### src/rtl/mk_pack_writer_if.sv
// Element-stream and FIFO-write signals of the pack writer, bundled as one interface.
// master is the writer's view; slave is the element producer / FIFO side.
interface mk_pack_writer_if #(
    parameter int LOG2_PEGS = 3,
    parameter int NUM_PES   = 8,
    parameter int LOG2_PES  = 3,
    parameter int DATA_TYPE = 8
);
    logic                           i_elem_valid;
    logic                           o_elem_ready;
    logic [DATA_TYPE-1:0]           i_elem_data;
    logic [LOG2_PES-1:0]            i_elem_col;
    logic                           i_elem_row_last;
    logic                           i_elem_seg_last;
    logic                           i_elem_blk_last;
    logic                           i_fifo_MK_full;
    logic                           o_fifo_wr_en;
    logic [DATA_TYPE*NUM_PES-1:0]   o_fifo_MK_data_in;
    logic [LOG2_PES*NUM_PES-1:0]    o_fifo_dest_in;
    logic [LOG2_PEGS*NUM_PES-1:0]   o_fifo_vn_in;
    logic [1:0]                     o_fifo_flag_in;

    modport master (
        input  i_elem_valid, i_elem_data, i_elem_col,
        input  i_elem_row_last, i_elem_seg_last, i_elem_blk_last,
        input  i_fifo_MK_full,
        output o_elem_ready, o_fifo_wr_en,
        output o_fifo_MK_data_in, o_fifo_dest_in, o_fifo_vn_in, o_fifo_flag_in
    );

    modport slave (
        output i_elem_valid, i_elem_data, i_elem_col,
        output i_elem_row_last, i_elem_seg_last, i_elem_blk_last,
        output i_fifo_MK_full,
        input  o_elem_ready, o_fifo_wr_en,
        input  o_fifo_MK_data_in, o_fifo_dest_in, o_fifo_vn_in, o_fifo_flag_in
    );
endinterface

### src/rtl/mk_pack_writer.sv
// Packs a stream of sparse elements into NUM_PES-lane FIFO words, one word per
// segment chunk, with per-lane dest/vn tags, a word flag and a one-word staging register.
module mk_pack_writer #(
    parameter int NUM_PEGS  = 8,
    parameter int LOG2_PEGS = 3,
    parameter int NUM_PES   = 8,
    parameter int LOG2_PES  = 3,
    parameter int DATA_TYPE = 8
) (
    input  logic                clk,
    input  logic                rst,
    mk_pack_writer_if.master    bus,
    output logic                o_seg_overflow
);
    localparam int DW    = DATA_TYPE * NUM_PES;
    localparam int TW    = LOG2_PES * NUM_PES;
    localparam int VW    = LOG2_PEGS * NUM_PES;
    localparam int CNT_W = LOG2_PEGS + 1;

    // Handshake: an element moves when i_elem_valid & o_elem_ready at a rising
    // edge; a staged word moves when o_fifo_wr_en is high at a rising edge.
    logic                   out_valid;
    logic [LOG2_PES-1:0]    lane_cnt;
    logic [LOG2_PEGS-1:0]   vn_cnt;
    logic [CNT_W-1:0]       word_cnt;

    logic [DATA_TYPE-1:0]   asm_data [NUM_PES];
    logic [LOG2_PES-1:0]    asm_dest [NUM_PES];
    logic [LOG2_PEGS-1:0]   asm_vn   [NUM_PES];

    logic [DW-1:0]          stg_data;
    logic [TW-1:0]          stg_dest;
    logic [VW-1:0]          stg_vn;
    logic [1:0]             stg_flag;

    logic                   accept;
    logic                   seg_end;
    logic                   row_end;
    logic                   blk_end;
    logic                   word_full;
    logic                   close;
    logic [1:0]             close_flag;
    logic [DW-1:0]          nxt_data;
    logic [TW-1:0]          nxt_dest;
    logic [VW-1:0]          nxt_vn;

    assign bus.o_elem_ready = !(out_valid && bus.i_fifo_MK_full);
    assign bus.o_fifo_wr_en = out_valid && !bus.i_fifo_MK_full;

    assign accept    = bus.i_elem_valid && bus.o_elem_ready;
    assign seg_end   = bus.i_elem_seg_last;
    assign row_end   = bus.i_elem_row_last || bus.i_elem_seg_last;
    assign blk_end   = bus.i_elem_seg_last && bus.i_elem_blk_last;
    assign word_full = (lane_cnt == LOG2_PES'(NUM_PES - 1));
    assign close     = accept && (word_full || seg_end);

    // Word as it would look with the offered element dropped into its lane;
    // lanes above lane_cnt are still zero from the previous clear.
    always_comb begin
        nxt_data = '0;
        nxt_dest = '0;
        nxt_vn   = '0;
        for (int i = 0; i < NUM_PES; i++) begin
            if (lane_cnt == LOG2_PES'(i)) begin
                nxt_data[i*DATA_TYPE +: DATA_TYPE] = bus.i_elem_data;
                nxt_dest[i*LOG2_PES  +: LOG2_PES]  = bus.i_elem_col;
                nxt_vn[i*LOG2_PEGS   +: LOG2_PEGS] = vn_cnt;
            end else begin
                nxt_data[i*DATA_TYPE +: DATA_TYPE] = asm_data[i];
                nxt_dest[i*LOG2_PES  +: LOG2_PES]  = asm_dest[i];
                nxt_vn[i*LOG2_PEGS   +: LOG2_PEGS] = asm_vn[i];
            end
        end
    end

    always_comb begin
        close_flag = 2'b01;
        if (blk_end)
            close_flag = 2'b11;
        else if (seg_end)
            close_flag = 2'b10;
        else if (row_end)
            close_flag = 2'b00;
    end

    always_ff @(posedge clk or negedge rst) begin
        if (!rst) begin
            out_valid      <= 1'b0;
            lane_cnt       <= '0;
            vn_cnt         <= '0;
            word_cnt       <= '0;
            o_seg_overflow <= 1'b0;
            stg_data       <= '0;
            stg_dest       <= '0;
            stg_vn         <= '0;
            stg_flag       <= 2'b00;
            for (int i = 0; i < NUM_PES; i++) begin
                asm_data[i] <= '0;
                asm_dest[i] <= '0;
                asm_vn[i]   <= '0;
            end
        end else begin
            if (accept) begin
                if (close) begin
                    lane_cnt <= '0;
                    for (int i = 0; i < NUM_PES; i++) begin
                        asm_data[i] <= '0;
                        asm_dest[i] <= '0;
                        asm_vn[i]   <= '0;
                    end
                end else begin
                    lane_cnt           <= lane_cnt + 1'b1;
                    asm_data[lane_cnt] <= bus.i_elem_data;
                    asm_dest[lane_cnt] <= bus.i_elem_col;
                    asm_vn[lane_cnt]   <= vn_cnt;
                end

                if (seg_end)
                    vn_cnt <= '0;
                else if (bus.i_elem_row_last)
                    vn_cnt <= (vn_cnt == LOG2_PEGS'(NUM_PEGS - 1)) ? '0 : vn_cnt + 1'b1;
            end

            // A closing word can only be accepted when the staging slot is free
            // or being written this same edge, so reloading never loses a word.
            if (close) begin
                out_valid <= 1'b1;
                stg_data  <= nxt_data;
                stg_dest  <= nxt_dest;
                stg_vn    <= nxt_vn;
                stg_flag  <= close_flag;
                word_cnt  <= seg_end ? '0 : word_cnt + 1'b1;
                if (word_cnt == CNT_W'(NUM_PEGS))
                    o_seg_overflow <= 1'b1;
            end else if (bus.o_fifo_wr_en) begin
                out_valid <= 1'b0;
            end
        end
    end

    assign bus.o_fifo_MK_data_in = stg_data;
    assign bus.o_fifo_dest_in    = stg_dest;
    assign bus.o_fifo_vn_in      = stg_vn;
    assign bus.o_fifo_flag_in    = stg_flag;
endmodule

### src/flat_wrapper.sv
// flat-port wrapper written by rule: the top's interface ports become plain ports
module mk_pack_writer_flat 
#(
    parameter int NUM_PEGS  = 8,
    parameter int LOG2_PEGS = 3,
    parameter int NUM_PES   = 8,
    parameter int LOG2_PES  = 3,
    parameter int DATA_TYPE = 8
)
  (clk, rst, o_seg_overflow, bus_i_elem_valid, bus_i_elem_data, bus_i_elem_col, bus_i_elem_row_last, bus_i_elem_seg_last, bus_i_elem_blk_last, bus_i_fifo_MK_full, bus_o_elem_ready, bus_o_fifo_wr_en, bus_o_fifo_MK_data_in, bus_o_fifo_dest_in, bus_o_fifo_vn_in, bus_o_fifo_flag_in);
  mk_pack_writer_if #(.LOG2_PEGS(LOG2_PEGS), .NUM_PES(NUM_PES), .LOG2_PES(LOG2_PES), .DATA_TYPE(DATA_TYPE)) bus_i ();
  input  logic clk;
  input  logic rst;
  output logic o_seg_overflow;
  input wire logic [$bits(bus_i.i_elem_valid)-1:0] bus_i_elem_valid;
  input wire logic [$bits(bus_i.i_elem_data)-1:0] bus_i_elem_data;
  input wire logic [$bits(bus_i.i_elem_col)-1:0] bus_i_elem_col;
  input wire logic [$bits(bus_i.i_elem_row_last)-1:0] bus_i_elem_row_last;
  input wire logic [$bits(bus_i.i_elem_seg_last)-1:0] bus_i_elem_seg_last;
  input wire logic [$bits(bus_i.i_elem_blk_last)-1:0] bus_i_elem_blk_last;
  input wire logic [$bits(bus_i.i_fifo_MK_full)-1:0] bus_i_fifo_MK_full;
  output wire logic [$bits(bus_i.o_elem_ready)-1:0] bus_o_elem_ready;
  output wire logic [$bits(bus_i.o_fifo_wr_en)-1:0] bus_o_fifo_wr_en;
  output wire logic [$bits(bus_i.o_fifo_MK_data_in)-1:0] bus_o_fifo_MK_data_in;
  output wire logic [$bits(bus_i.o_fifo_dest_in)-1:0] bus_o_fifo_dest_in;
  output wire logic [$bits(bus_i.o_fifo_vn_in)-1:0] bus_o_fifo_vn_in;
  output wire logic [$bits(bus_i.o_fifo_flag_in)-1:0] bus_o_fifo_flag_in;
  assign bus_i.i_elem_valid = bus_i_elem_valid;
  assign bus_i.i_elem_data = bus_i_elem_data;
  assign bus_i.i_elem_col = bus_i_elem_col;
  assign bus_i.i_elem_row_last = bus_i_elem_row_last;
  assign bus_i.i_elem_seg_last = bus_i_elem_seg_last;
  assign bus_i.i_elem_blk_last = bus_i_elem_blk_last;
  assign bus_i.i_fifo_MK_full = bus_i_fifo_MK_full;
  assign bus_o_elem_ready = bus_i.o_elem_ready;
  assign bus_o_fifo_wr_en = bus_i.o_fifo_wr_en;
  assign bus_o_fifo_MK_data_in = bus_i.o_fifo_MK_data_in;
  assign bus_o_fifo_dest_in = bus_i.o_fifo_dest_in;
  assign bus_o_fifo_vn_in = bus_i.o_fifo_vn_in;
  assign bus_o_fifo_flag_in = bus_i.o_fifo_flag_in;
  mk_pack_writer #(.NUM_PEGS(NUM_PEGS), .LOG2_PEGS(LOG2_PEGS), .NUM_PES(NUM_PES), .LOG2_PES(LOG2_PES), .DATA_TYPE(DATA_TYPE)) u_core (.clk(clk), .rst(rst), .bus(bus_i), .o_seg_overflow(o_seg_overflow));
endmodule
### config.mk
export PLATFORM = sky130hd
export DESIGN_NAME = mk_pack_writer_flat
export DESIGN_NICKNAME = d
export VERILOG_FILES = /design/src/rtl/mk_pack_writer_if.sv /design/src/rtl/mk_pack_writer.sv /design/src/flat_wrapper.sv
export SDC_FILE = /design/constraint.sdc
export NUM_CORES = 1
export LEC_CHECK = 0
export CAP_MARGIN = 20
export CORE_AREA = 2 2 165 167
export DETAILED_ROUTE_END_ITERATION = 6
export DIE_AREA = 0 0 167 169
export GPL_TIMING_DRIVEN = 0
export PLACE_DENSITY_LB_ADDON = 0.1
export RECOVER_POWER = 100
export SYNTH_ARGS = -nofsm -noshare
export SYNTH_HDL_FRONTEND = slang
export SYNTH_SLANG_ARGS = --single-unit
### constraint.sdc
create_clock -name clk -period 6.1 [get_ports clk]
set_clock_uncertainty 0.05 [all_clocks]
set_input_delay 0.61 -clock clk [delete_from_list [all_inputs] [get_ports clk]]
set_output_delay 0.61 -clock clk [all_outputs]
set_load 0.1 [all_outputs]
==> out/qor.log, run 1 <==
[status] run status complete, but fails checks
[status] violated checks max-capacitance violations, max-slew violations
[power_and_ir_drop] total power density per cell area 392 nW/um2
[worst_setup_path] Worst Setup End Kind register
[placed_design] detailed placer's ending HPWL 21,800 um
[cells_and_area] design area 13,200 um2
[drt] vias per inst 5.61
[placed_design] Routability Congestion 0.806
[drt] Antenna Nets Post-Route 0
[timing] final number of max-transition violations 48
[timing] number of endpoints with negative hold slack in the final report 0
[logic_synthesis] Mapped Cells 879
[placed_design] cell area after placement 12,200 um2
[logic_synthesis] commonest cells in the netlist dfrtp_1 (238), o21ai_0 (228), mux2i_1 (112), a22o_1 (57), a32o_1 (56)
[floorplanning] die width 167 um
[grt] overall overflow remaining after global route 0
[cells_and_area] area added between synthesis and finish 26.5%
[grt] antenna violations before repair 0
[worst_setup_path] Crit Reg-Reg Endpoint u_core.bus.o_fifo_MK_data_in[26]$_DFFE_PN0N_
[worst_setup_path] Critical Path Fanout Max 10
[drt] Initial DRC Count 721
[clock_network] worst-case clock buffer depth 3
[power_and_ir_drop] Internal Dissipation 3.28 mW
[logic_synthesis] top cells by area in the synthesized netlist dfrtp_1 (57%), o21ai_0 (11%), mux2i_1 (11%), a32o_1 (5.4%), a22o_1 (4.8%)
[grt] maximum number of pins on one net before global-route repair 116
[timing] Slew headroom -0.795
[worst_setup_path] data required time of the critical path 6480 ps
[clock_network] total setup buffers inserted after CTS 0
[clock_network] number of cells upsized or downsized after cts 0
[floorplanning] standard-cell rows 60
[floorplanning] Die Height 169 um
[cells_and_area] number of diodes added for antenna fixing 0
[power_and_ir_drop] peak supply drop 240 uV
[clock_network] CTS tree done
[clock_network] number of H-tree levels 1
[floorplanning] number of primary I/O pins 135
[clock_network] number of buffers inserted by hold repair at cts 1
[drt] total wire length after detailed routing 31,000 um
[clock_network] Clock Sinks 238
[logic_synthesis] sequential share of the synthesized area 0.572
[drt] number of detailed-route iterations in the first pass 5
[power_and_ir_drop] switching power 1.88 mW
[logic_synthesis] EDFF count, synth 0
[worst_setup_path] startpoint of the worst setup timing path u_core.lane_cnt[0]$_DFFE_PN0P_
[worst_setup_path] length in cells of the worst reg-to-reg path 9
[hold_path] kind of path behind the tightest hold check register to register
[logic_synthesis] cell with the most instances after synthesis dfrtp_1
[grt] vias in the first global route 8,097
[logic_synthesis] area leader, netlist dfrtp_1
[cells_and_area] fill cell instance count of the final layout 2,410
[logic_synthesis] Post-Synthesis Net Count 907
[timing] final period demand of the worst path 3810 ps
[clock_network] Reg clk slew, reported paths 60 ps
[worst_setup_path] worst setup slack for register-to-register paths 2290 ps
[cells_and_area] total number of nets in the final design 1,072
[logic_synthesis] most used flip-flop cell after synthesis dfrtp_1
[logic_synthesis] synthesized flop and latch total 238
[logic_synthesis] synthesized area per cell 11.8 um2
[drt] Post-route DRC 0
[placed_design] number of port buffers 134
[run] max-capacitance violation count 1
[drt] vias post-DR 7,867
[power_and_ir_drop] leakage power of the design 6.38 nW
[power_and_ir_drop] sequential group share of total power 0.356
[logic_synthesis] area share of the largest cell type after synthesis 0.572
[worst_setup_path] launching point of the worst reg2reg path u_core.lane_cnt[0]$_DFFE_PN0P_
[grt] first-pass GRT wire length 48,500 um
[logic_synthesis] cell area after synthesis 10,400 um2
[timing] RSZ-0062 raised after global routing false
[grt] Total Routing Usage GR 0.221
[worst_setup_path] Critical Path Start Type register
[timing] ratio of final minimum period to clock period 0.624
[timing] slew of the pin with the lowest slew margin 2690 ps
[logic_synthesis] async set or reset register ratio after synthesis 1.00
[floorplanning] Starting Density 0.393
[worst_setup_path] timing endpoint of the critical path u_core.bus.o_fifo_MK_data_in[26]$_DFFE_PN0N_
[power_and_ir_drop] power share of the combinational group 0.286
[floorplanning] total die area 28,200 um2
[clock_network] number of buffers added by the clock tree synthesis step 26
[clock_network] clock latency reported for the late side of the worst-skew pair 520 ps
[power_and_ir_drop] clock network fraction of design power 0.358
[logic_synthesis] Synth cell types 39
[worst_setup_path] worst path arrival time 4190 ps
[timing] Achievable Freq 0.263 GHz
[power_and_ir_drop] Sw Share 0.365
[drt] wire length per cell 22.1 um
[timing] final setup violating endpoints 0
[logic_synthesis] Yosys Warn Count 0
[timing] Final TNS setup 0 ps
[worst_setup_path] type of the worst setup path register to register
[cells_and_area] fraction of final layout cells sized beyond drive strength 1 0.0782
[clock_network] cell at the root of the clock tree clkbuf_16
[floorplanning] placeable core region 26,500 um2
## sequential cells by signal, summed over array words and instances, names as in the netlist
register / cells
u_core.asm_vn: 24
u_core.asm_data: 64
u_core.bus.o_fifo_vn_in: 24
u_core.bus.o_fifo_MK_data_in: 64
u_core.word_cnt: 4
u_core.bus.o_fifo_flag_in: 2
u_core.lane_cnt: 3
u_core.o_seg_overflow: 1
u_core.out_valid: 1
u_core.vn_cnt: 3
u_core.bus.o_fifo_dest_in: 24
u_core.asm_dest: 24
## final cells by class
type | count | area (um2) | area share
Clock buffer | 32 | 704 | 0.0535
Buffer | 101 | 473 | 0.0359
Inverter | 6 | 22.5 | 0.00171
Clock inverter | 14 | 302 | 0.0229
Multi-Input combinational cell | 534 | 3890 | 0.295
Tap cell | 341 | 427 | 0.0324
Sequential cell | 238 | 5960 | 0.452
Timing Repair Buffer | 137 | 1400 | 0.106
## power by group through the flow
stage	logic [mW]	clock network, mW	registers (mW)
floorplan	0.395	0	2.56
CTS	1.53	1.87	1.84
global route	1.55	1.94	1.86
detailed placement	1.53	0	1.87
finish	1.48	1.85	1.84
global placement	1.52	0	1.87
## layout by cell type (no fill, tap or decap), drive strengths merged, types with 2 or more instances in the layout
master,n
o21ai,244
dfrtp,238
dlygate4sd3,119
mux2i,112
clkbuf,104
a22o,57
a32o,56
buf,32
clkdlybuf4s50,15
nand2,10
ha,10
bufinv,9
nand3,7
inv,6
nand2b,4
and3b,4
and3,4
clkinv,4
nor2,3
nor3b,3
and2,3
a21o,2
nor3,2
a21oi,2
a21boi,2
## how the worst min path moves through the flow
stage | endpoint | cells past startpoint | slack [ps] | startpoint
after global placement | u_core.o_seg_overflow$_DFFE_PN0P_ | 2 | 410 | u_core.o_seg_overflow$_DFFE_PN0P_
final | u_core.o_seg_overflow$_DFFE_PN0P_ | 2 | 420 | u_core.o_seg_overflow$_DFFE_PN0P_
after global routing | u_core.asm_dest[2]$_DFFE_PN0P_ | 1 | 450 | u_core.asm_dest[2]$_DFFE_PN0P_
after detailed placement | u_core.o_seg_overflow$_DFFE_PN0P_ | 2 | 420 | u_core.o_seg_overflow$_DFFE_PN0P_
after floorplan | u_core.asm_data[0]$_DFFE_PN0P_ | 0 | 260 | rst
after CTS | u_core.o_seg_overflow$_DFFE_PN0P_ | 2 | 430 | u_core.o_seg_overflow$_DFFE_PN0P_
## through the flow
step	cells	setup slack, ps	power, mW	util	hold WS, ps
after floorplan	879	3490	2.96	-	264
final	1403	2290	5.16	0.497	420
after CTS	1403	3030	5.25	0.500	430
after detailed placement	1356	3040	3.40	0.462	416
after global routing	1403	2060	5.35	0.497	450
after global placement	1354	-6110	3.39	0.460	406
## critical path, cell delays in order (launching register included)
cell      delay [ps]
dfrtp_1          400
ha_1             240
ha_1             200
clkbuf_1         300
nor2_1           530
clkbuf_1         650
clkbuf_1         500
clkbuf_1         550
o21ai_0          180
o21ai_0          110
## cell families (layout without fill, tap and decap cells)
family	Yosys count	after routing	synth area share
AOI/OAI and AO/OA	365	365	0.228
DFF	238	238	0.572
muxes	112	112	0.108
buffers and inverters	107	290	0.0519
and+or+nand+nor	47	47	0.0282
adders and majority gates	10	10	0.0120
## layer usage
layer	vias to the layer above	track usage	wire, um
li1	3613	-	-
met1	3988	0.324	14900
met2	222	0.347	14000
met3	44	0.0334	1510
met4	0	0.0487	564
met5	-	0	0
(Power assumes the default switching activity.)
==> run 2, diff against run 1 <==
==> constraint.sdc (replaced) <==
create_clock -name clk -period 3.18 [get_ports clk]
set_clock_uncertainty 0.05 [all_clocks]
set_input_delay 0.318 -clock clk [delete_from_list [all_inputs] [get_ports clk]]
set_output_delay 0.318 -clock clk [all_outputs]
set_load 0.1 [all_outputs]
==> run 2 against run 1 <==
  * The flow now finishes without violations
  * Sequential power increased by 91%
  * Critical path type unchanged
  * Largest cell class unchanged
  * Utilization increased by 0.19 points
  * Clock-buffer cell count unchanged
  * Cell count unchanged
  * Design area increased by 0.38%
  * Die area unchanged
  * Setup slack got worse by 1900 ps
  * Critical path depth decreased by 1
  * Critical endpoint is now u_core.asm_data[6]$_DFFE_PN0P_
  * Sequential share of layout area decreased by 0.17 points
  * Hold slack got worse by 180 ps
==> out/qor.log, run 2 (synthesis results as in run 1) <==
[worst_setup_path] Crit Reg-Reg Endpoint u_core.asm_data[6]$_DFFE_PN0P_
[clock_network] total setup buffers inserted after CTS 0 [unchanged]
[timing] number of endpoints with negative hold slack in the final report 0 [unchanged]
[power_and_ir_drop] switching power 3.62 mW [+92%]
[power_and_ir_drop] peak supply drop 461 uV [+92%]
[cells_and_area] top library cells by usage in the layout, fill and taps aside o21ai_0 (240), dfrtp_1 (238), dlygate4sd3_1 (118), mux2i_1 (112), clkbuf_1 (65)
[timing] RSZ-0062 raised after global routing false
[clock_network] CTS tree done
[status] run status finished clean
[power_and_ir_drop] sequential group share of total power 0.356 [about the same]
[clock_network] number of buffers added by the clock tree synthesis step 26 [unchanged]
[floorplanning] placeable core region 26,500 um2 [unchanged]
[drt] Initial DRC Count 662 [-8.2%]
[grt] vias in the first global route 8,097 [unchanged]
[worst_setup_path] length in cells of the worst reg-to-reg path 8 [-1]
[cells_and_area] fraction of final layout cells sized beyond drive strength 1 0.0913 [+0.0132]
[clock_network] number of cells upsized or downsized after cts 0 [unchanged]
[cells_and_area] number of diodes added for antenna fixing 0 [unchanged]
[grt] Total Routing Usage GR 0.221 [unchanged]
[worst_setup_path] Critical Path Fanout Max 10 [unchanged]
[timing] final setup violating endpoints 0 [unchanged]
[drt] wire length per cell 22.1 um [+0.17%]
[power_and_ir_drop] Internal Dissipation 6.29 mW [+92%]
[floorplanning] Starting Density 0.393 [unchanged]
[floorplanning] Die Height 169 um [unchanged]
[power_and_ir_drop] leakage power of the design 6.42 nW [+0.59%]
[cells_and_area] end-of-flow core utilization 0.499 [+0.00189]
[placed_design] Routability Congestion 0.806 [unchanged]
[worst_setup_path] worst setup slack for register-to-register paths 410 ps [-1880 ps]
[power_and_ir_drop] Total Power Consumption 9.91 mW [+92%]
[grt] antenna violations before repair 0 [unchanged]
[timing] Final TNS setup 0 ps [unchanged]
[floorplanning] number of primary I/O pins 135 [unchanged]
[power_and_ir_drop] total power density per cell area 749 nW/um2 [+91%]
[floorplanning] die width 167 um [unchanged]
[run] max-capacitance violation count 0 [-1]
[timing] ratio of final minimum period to clock period 0.870 [+0.246]
[drt] Post-route DRC 0 [unchanged]
[clock_network] worst-case clock buffer depth 3 [unchanged]
[clock_network] cell at the root of the clock tree clkbuf_16
[timing] Slew headroom 0.334 [+1.13]
[drt] vias post-DR 7,936 [+0.88%]
[floorplanning] total die area 28,200 um2 [unchanged]
[power_and_ir_drop] power share of the combinational group 0.287 [about the same]
[cells_and_area] commonest non-fill, non-tap cell in the layout o21ai_0
[worst_setup_path] Critical Path Start Type register
[worst_setup_path] worst path arrival time 3180 ps [-1010 ps]
[worst_setup_path] data required time of the critical path 3590 ps [-2890 ps]
[timing] final number of max-transition violations 0 [-100%]
[drt] Antenna Nets Post-Route 0 [unchanged]
[clock_network] clock latency reported for the late side of the worst-skew pair 520 ps [about the same]
[floorplanning] standard-cell rows 60 [unchanged]
[drt] vias per inst 5.66 [+0.88%]
[cells_and_area] area added between synthesis and finish 27.0%
[cells_and_area] total number of nets in the final design 1,072 [unchanged]
[power_and_ir_drop] Sw Share 0.365 [about the same]
[timing] Achievable Freq 0.362 GHz [+38%]
[timing] final period demand of the worst path 2770 ps [-1040 ps]
[power_and_ir_drop] clock network fraction of design power 0.357 [about the same]
[worst_setup_path] type of the worst setup path register to register
[clock_network] Clock Sinks 238 [unchanged]
[clock_network] Reg clk slew, reported paths 60 ps [about the same]
[worst_setup_path] Worst Setup End Kind register
[placed_design] detailed placer's ending HPWL 21,800 um [unchanged]
[drt] total wire length after detailed routing 31,100 um [+0.17%]
[drt] number of detailed-route iterations in the first pass 5 [unchanged]
[timing] slew of the pin with the lowest slew margin 996 ps [-1700 ps]
[hold_path] kind of path behind the tightest hold check input pin to async pin
[grt] maximum number of pins on one net before global-route repair 116 [unchanged]
[grt] first-pass GRT wire length 48,500 um [unchanged]
[clock_network] number of H-tree levels 1 [unchanged]
[grt] overall overflow remaining after global route 0 [unchanged]
[placed_design] number of port buffers 134 [unchanged]
[worst_setup_path] launching point of the worst reg2reg path u_core.lane_cnt[0]$_DFFE_PN0P_
run 2: changes by cell type in the layout (fill, tap and decap cells not counted), sizes merged:
cell	change
buf	+8
clkbuf	-8
clkdlybuf4s50	+1
dlygate4sd3	-1
run 2: cell type report:
cell class,count,area (um2)
well taps,341,427
clock inverters,14,302
multi-input cells,534,3900
flip-flops and latches,238,5960
repair buffers,137,1410
plain buffers,101,498
clock buffers,32,704
inverters,6,22.5
fillers,2403,13300
run 2: metrics by stage:
step                      cell area (um2)  setup WS [ps]  hold WS [ps]  std cells
after detailed placement            12200            545           193       1356
after global placement              12200          -8740           406       1354
final                               13200            414           239       1403
after floorplan                     10400           1040         -27.6        879
after global routing                13200            229           261       1403
after CTS                           13300            511           244       1403
run 2: worst max-delay path by stage:
| stage | start | to | slack [ps] | depth (start not counted) |
|---|---|---|---|---|
| global route | u_core.lane_cnt[0]$_DFFE_PN0P_ | u_core.asm_vn[21]$_DFFE_PN0P_ | 230 | 8 |
| detailed placement | u_core.lane_cnt[0]$_DFFE_PN0P_ | u_core.bus.o_fifo_MK_data_in[1]$_DFFE_PN0N_ | 540 | 8 |
| CTS | u_core.lane_cnt[0]$_DFFE_PN0P_ | u_core.bus.o_fifo_MK_data_in[1]$_DFFE_PN0N_ | 510 | 8 |
| finish | u_core.lane_cnt[0]$_DFFE_PN0P_ | u_core.asm_data[6]$_DFFE_PN0P_ | 410 | 8 |
| floorplan | u_core.out_valid$_DFFE_PN0P_ | bus_o_fifo_wr_en | 1040 | 1 |
| global placement | rst | u_core.asm_data[20]$_DFFE_PN0P_ | -8740 | 1 |
run 2: timing repair:
item                                    in CTS  in global routing
hold buffers                                 1                  0
endpoints found under the hold margin       47                  0
endpoints found under the setup margin       0                  0
run 2: power groups by stage:
stage / clock, mW / sequential, mW / combinational (mW)
4_1_cts: 3.60 / 3.53 / 2.94
5_1_grt: 3.73 / 3.57 / 2.98
3_3_place_gp: 0 / 3.59 / 2.91
2_1_floorplan: 0 / 4.91 / 0.758
6_report: 3.54 / 3.52 / 2.84
3_5_place_dp: 0 / 3.58 / 2.93
run 2: critical path, cell delays in order, from the launching register on:
cell	delay, ps
dfrtp_1	400
ha_1	240
ha_1	220
buf_6	150
nor2_2	270
buf_2	390
buf_4	260
clkbuf_1	470
a32o_1	260
run 2: per-layer routing:
layer,part of all wire,track usage
met5,0,0
met4,0.017,0.0487
met3,0.047,0.0334
met2,0.45,0.347
met1,0.48,0.324
==> run 3, diff against run 2 <==
--- a/config.mk
+++ b/config.mk
@@ -5,12 +5,11 @@
 export SDC_FILE = /design/constraint.sdc
 export NUM_CORES = 1
 export LEC_CHECK = 0
-export CAP_MARGIN = 20
 export CORE_AREA = 2 2 165 167
 export DETAILED_ROUTE_END_ITERATION = 6
 export DIE_AREA = 0 0 167 169
 export GPL_TIMING_DRIVEN = 0
-export PLACE_DENSITY_LB_ADDON = 0.1
+export PLACE_DENSITY = 0.68
 export RECOVER_POWER = 100
 export SYNTH_ARGS = -nofsm -noshare
 export SYNTH_HDL_FRONTEND = slang
==> run 3 against run 2 <==
  * The flow now finishes with violations (max-capacitance violations, max-slew violations)
  * Utilization decreased by 0.43 points
  * Sequential cell count stayed put
  * Hold slack improved by 150 ps
  * Clock power down 6.2%
  * Total power shrank 2.2%
  * Highest routed layer is now met5
==> out/qor.log, run 3 (synthesis results as in run 1) <==
[status] run status complete, but fails checks
[status] violated checks max-capacitance violations, max-slew violations
[power_and_ir_drop] Total Power Consumption 9.69 mW [-2.2%]
[drt] vias per inst 5.71 [+0.97%]
[clock_network] total setup buffers inserted after CTS 0 [unchanged]
[clock_network] Clock Sinks 238 [unchanged]
[drt] wire length per cell 21.8 um [-1.6%]
[cells_and_area] number of diodes added for antenna fixing 0 [unchanged]
[worst_setup_path] largest stage delay on the critical path 560 ps [+90 ps]
[grt] first-pass GRT wire length 48,000 um [-1.0%]
[placed_design] cell area after placement 12,200 um2 [-0.22%]
[worst_setup_path] type of the worst setup path register to register
[clock_network] CTS tree done
[hold_path] kind of path behind the tightest hold check input pin to register
[placed_design] number of port buffers 134 [unchanged]
[grt] antenna violations before repair 1 [+1]
[timing] ratio of final minimum period to clock period 0.884 [+0.0144]
[timing] final number of max-transition violations 113 [+113]
[worst_setup_path] Critical Path Start Type register
[cells_and_area] commonest non-fill, non-tap cell in the layout dfrtp_1
[worst_setup_path] cell-by-cell listing of the critical path ha_1 > ha_1 > buf_6 > or2_0 > buf_6 > nand2_1 > clkbuf_1 > o21ai_0
[timing] number of endpoints with negative hold slack in the final report 0 [unchanged]
[cells_and_area] area added between synthesis and finish 25.9%
[run] max-capacitance violation count 1 [+1]
[cells_and_area] design area 13,100 um2 [-0.86%]
[timing] Slew headroom -0.0749 [-0.409]
[placed_design] Placed Cells 1,355 [-0.074%]
[power_and_ir_drop] total power density per cell area 739 nW/um2 [-1.3%]
[clock_network] cell at the root of the clock tree clkbuf_16
[worst_setup_path] Worst Setup End Kind register
[timing] worst hold slack after final layout 392 ps [+152 ps]
[drt] Initial DRC Count 608 [-8.2%]
[timing] final period demand of the worst path 2810 ps [+45.7 ps]
[floorplanning] placeable core region 26,500 um2 [unchanged]
[floorplanning] total die area 28,200 um2 [unchanged]
[cells_and_area] top library cells by usage in the layout, fill and taps aside dfrtp_1 (238), o21ai_0 (237), dlygate4sd3_1 (118), mux2i_1 (112), clkbuf_1 (64)
[timing] final setup violating endpoints 0 [unchanged]
[floorplanning] Die Height 169 um [unchanged]
[drt] Antenna Nets Post-Route 0 [unchanged]
[placed_design] Routability Congestion 0.862 [+7.0%]
[worst_setup_path] Max stage delay cell, worst path clkbuf_1
[grt] Total Routing Usage GR 0.216 [-0.00494]
[floorplanning] standard-cell rows 60 [unchanged]
[timing] Final TNS setup 0 ps [unchanged]
[cells_and_area] fill cell instance count of the final layout 2,409 [+0.25%]
[timing] slew of the pin with the lowest slew margin 1610 ps [+616 ps]
[cells_and_area] non-filler instance count after layout 1,402 [-0.071%]
[drt] vias post-DR 8,007 [+0.89%]
[worst_setup_path] data required time of the critical path 3500 ps [-90 ps]
[worst_setup_path] number of buffer and inverter instances along the worst setup path 3 [-1]
[timing] Achievable Freq 0.356 GHz [-1.6%]
[worst_setup_path] worst path arrival time 3130 ps [-50 ps]
[cells_and_area] fraction of final layout cells sized beyond drive strength 1 0.0905 [-0.000856]
[clock_network] clock latency reported for the late side of the worst-skew pair 530 ps [about the same]
[floorplanning] die width 167 um [unchanged]
[grt] vias in the first global route 8,212 [+1.4%]
[cells_and_area] total number of nets in the final design 1,071 [-0.093%]
[power_and_ir_drop] leakage power of the design 6.38 nW [-0.70%]
[clock_network] Reg clk slew, reported paths 60 ps [about the same]
[grt] maximum number of pins on one net before global-route repair 127 [+9.5%]
[worst_setup_path] cell family with the largest share of critical-path delay buffers and inverters
[grt] overall overflow remaining after global route 0 [unchanged]
[floorplanning] number of primary I/O pins 135 [unchanged]
[placed_design] detailed placer's ending HPWL 21,400 um [-2.0%]
[drt] total wire length after detailed routing 30,500 um [-1.7%]
[clock_network] worst-case clock buffer depth 3 [unchanged]
[clock_network] number of H-tree levels 1 [unchanged]
[worst_setup_path] Critical Path Fanout Max 10 [unchanged]
[drt] Post-route DRC 0 [unchanged]
[clock_network] number of buffers added by the clock tree synthesis step 26 [unchanged]
[drt] number of detailed-route iterations in the first pass 6 [+1]
[power_and_ir_drop] peak supply drop 627 uV [+36%]
[floorplanning] Starting Density 0.393 [unchanged]
[timing] RSZ-0062 raised after global routing false
## run 3: cell count changes in the layout (fill, tap and decap cells not counted), sizes merged
cell      before  now
bufinv         9    6
clkbuf        96   98
clkinv         4    5
clkinvlp       1    0
## run 3: layout make-up
| cell class | count | area (um2) | area share |
|---|---|---|---|
| flip-flops and latches | 238 | 5960 | 0.454 |
| multi-input cells | 534 | 3890 | 0.297 |
| repair buffers | 136 | 1380 | 0.105 |
| clock buffers | 35 | 736 | 0.0561 |
| plain buffers | 101 | 498 | 0.0380 |
| well taps | 341 | 427 | 0.0326 |
| clock inverters | 11 | 205 | 0.0157 |
| inverters | 6 | 22.5 | 0.00172 |
## run 3: final timing paths
path	startpoint	to	slack (ps)	cells after the start
setup reg to reg	u_core.lane_cnt[0]$_DFFE_PN0P_	u_core.bus.o_fifo_MK_data_in[1]$_DFFE_PN0N_	370	8
hold reg to reg	u_core.o_seg_overflow$_DFFE_PN0P_	u_core.o_seg_overflow$_DFFE_PN0P_	420	2
min in group asynchronous	rst	u_core.bus.o_fifo_vn_in[5]$_DFFE_PN0N_	690	2
setup / recovery	u_core.lane_cnt[0]$_DFFE_PN0P_	u_core.bus.o_fifo_MK_data_in[1]$_DFFE_PN0N_	370	8
max in group asynchronous	rst	u_core.asm_data[50]$_DFFE_PN0P_	1010	3
hold / removal	bus_i_elem_row_last	u_core.vn_cnt[0]$_DFFE_PN0P_	390	3
## run 3: what timing repair did
item | CTS | global route
hold endpoints to repair | 112 | 0
gates resized for setup | 0 | 0
hold buffers | 1 | 0
## run 3: metal layers
metal	vias up	share of wire	global-route usage	routed length, um
li1	3605	-	-	-
met1	4084	0.46	0.307	14000
met2	279	0.47	0.346	14200
met3	37	0.058	0.0388	1760
met4	2	0.015	0.0480	469
met5	-	0.00043	0	13
## run 3: through the flow
| stage | util | setup slack (ps) |
|---|---|---|
| finish | 0.495 | 368 |
| global route | 0.495 | 191 |
| CTS | 0.497 | 545 |
| detailed placement | 0.461 | 660 |
| global placement | 0.460 | -8190 |
| floorplan | - | 1040 |
## run 3: worst min-delay path, delay by kind of cell
kind | cells | cell delay [ps]
AND/OR/NAND/NOR | 2 | 140
buffers and inverters | 1 | 460
## run 3: power by group
group / switching, mW / internal, mW
registers: 0.199 / 3.34
clock network: 1.22 / 2.10
logic: 2.18 / 0.650
total: 3.60 / 6.09
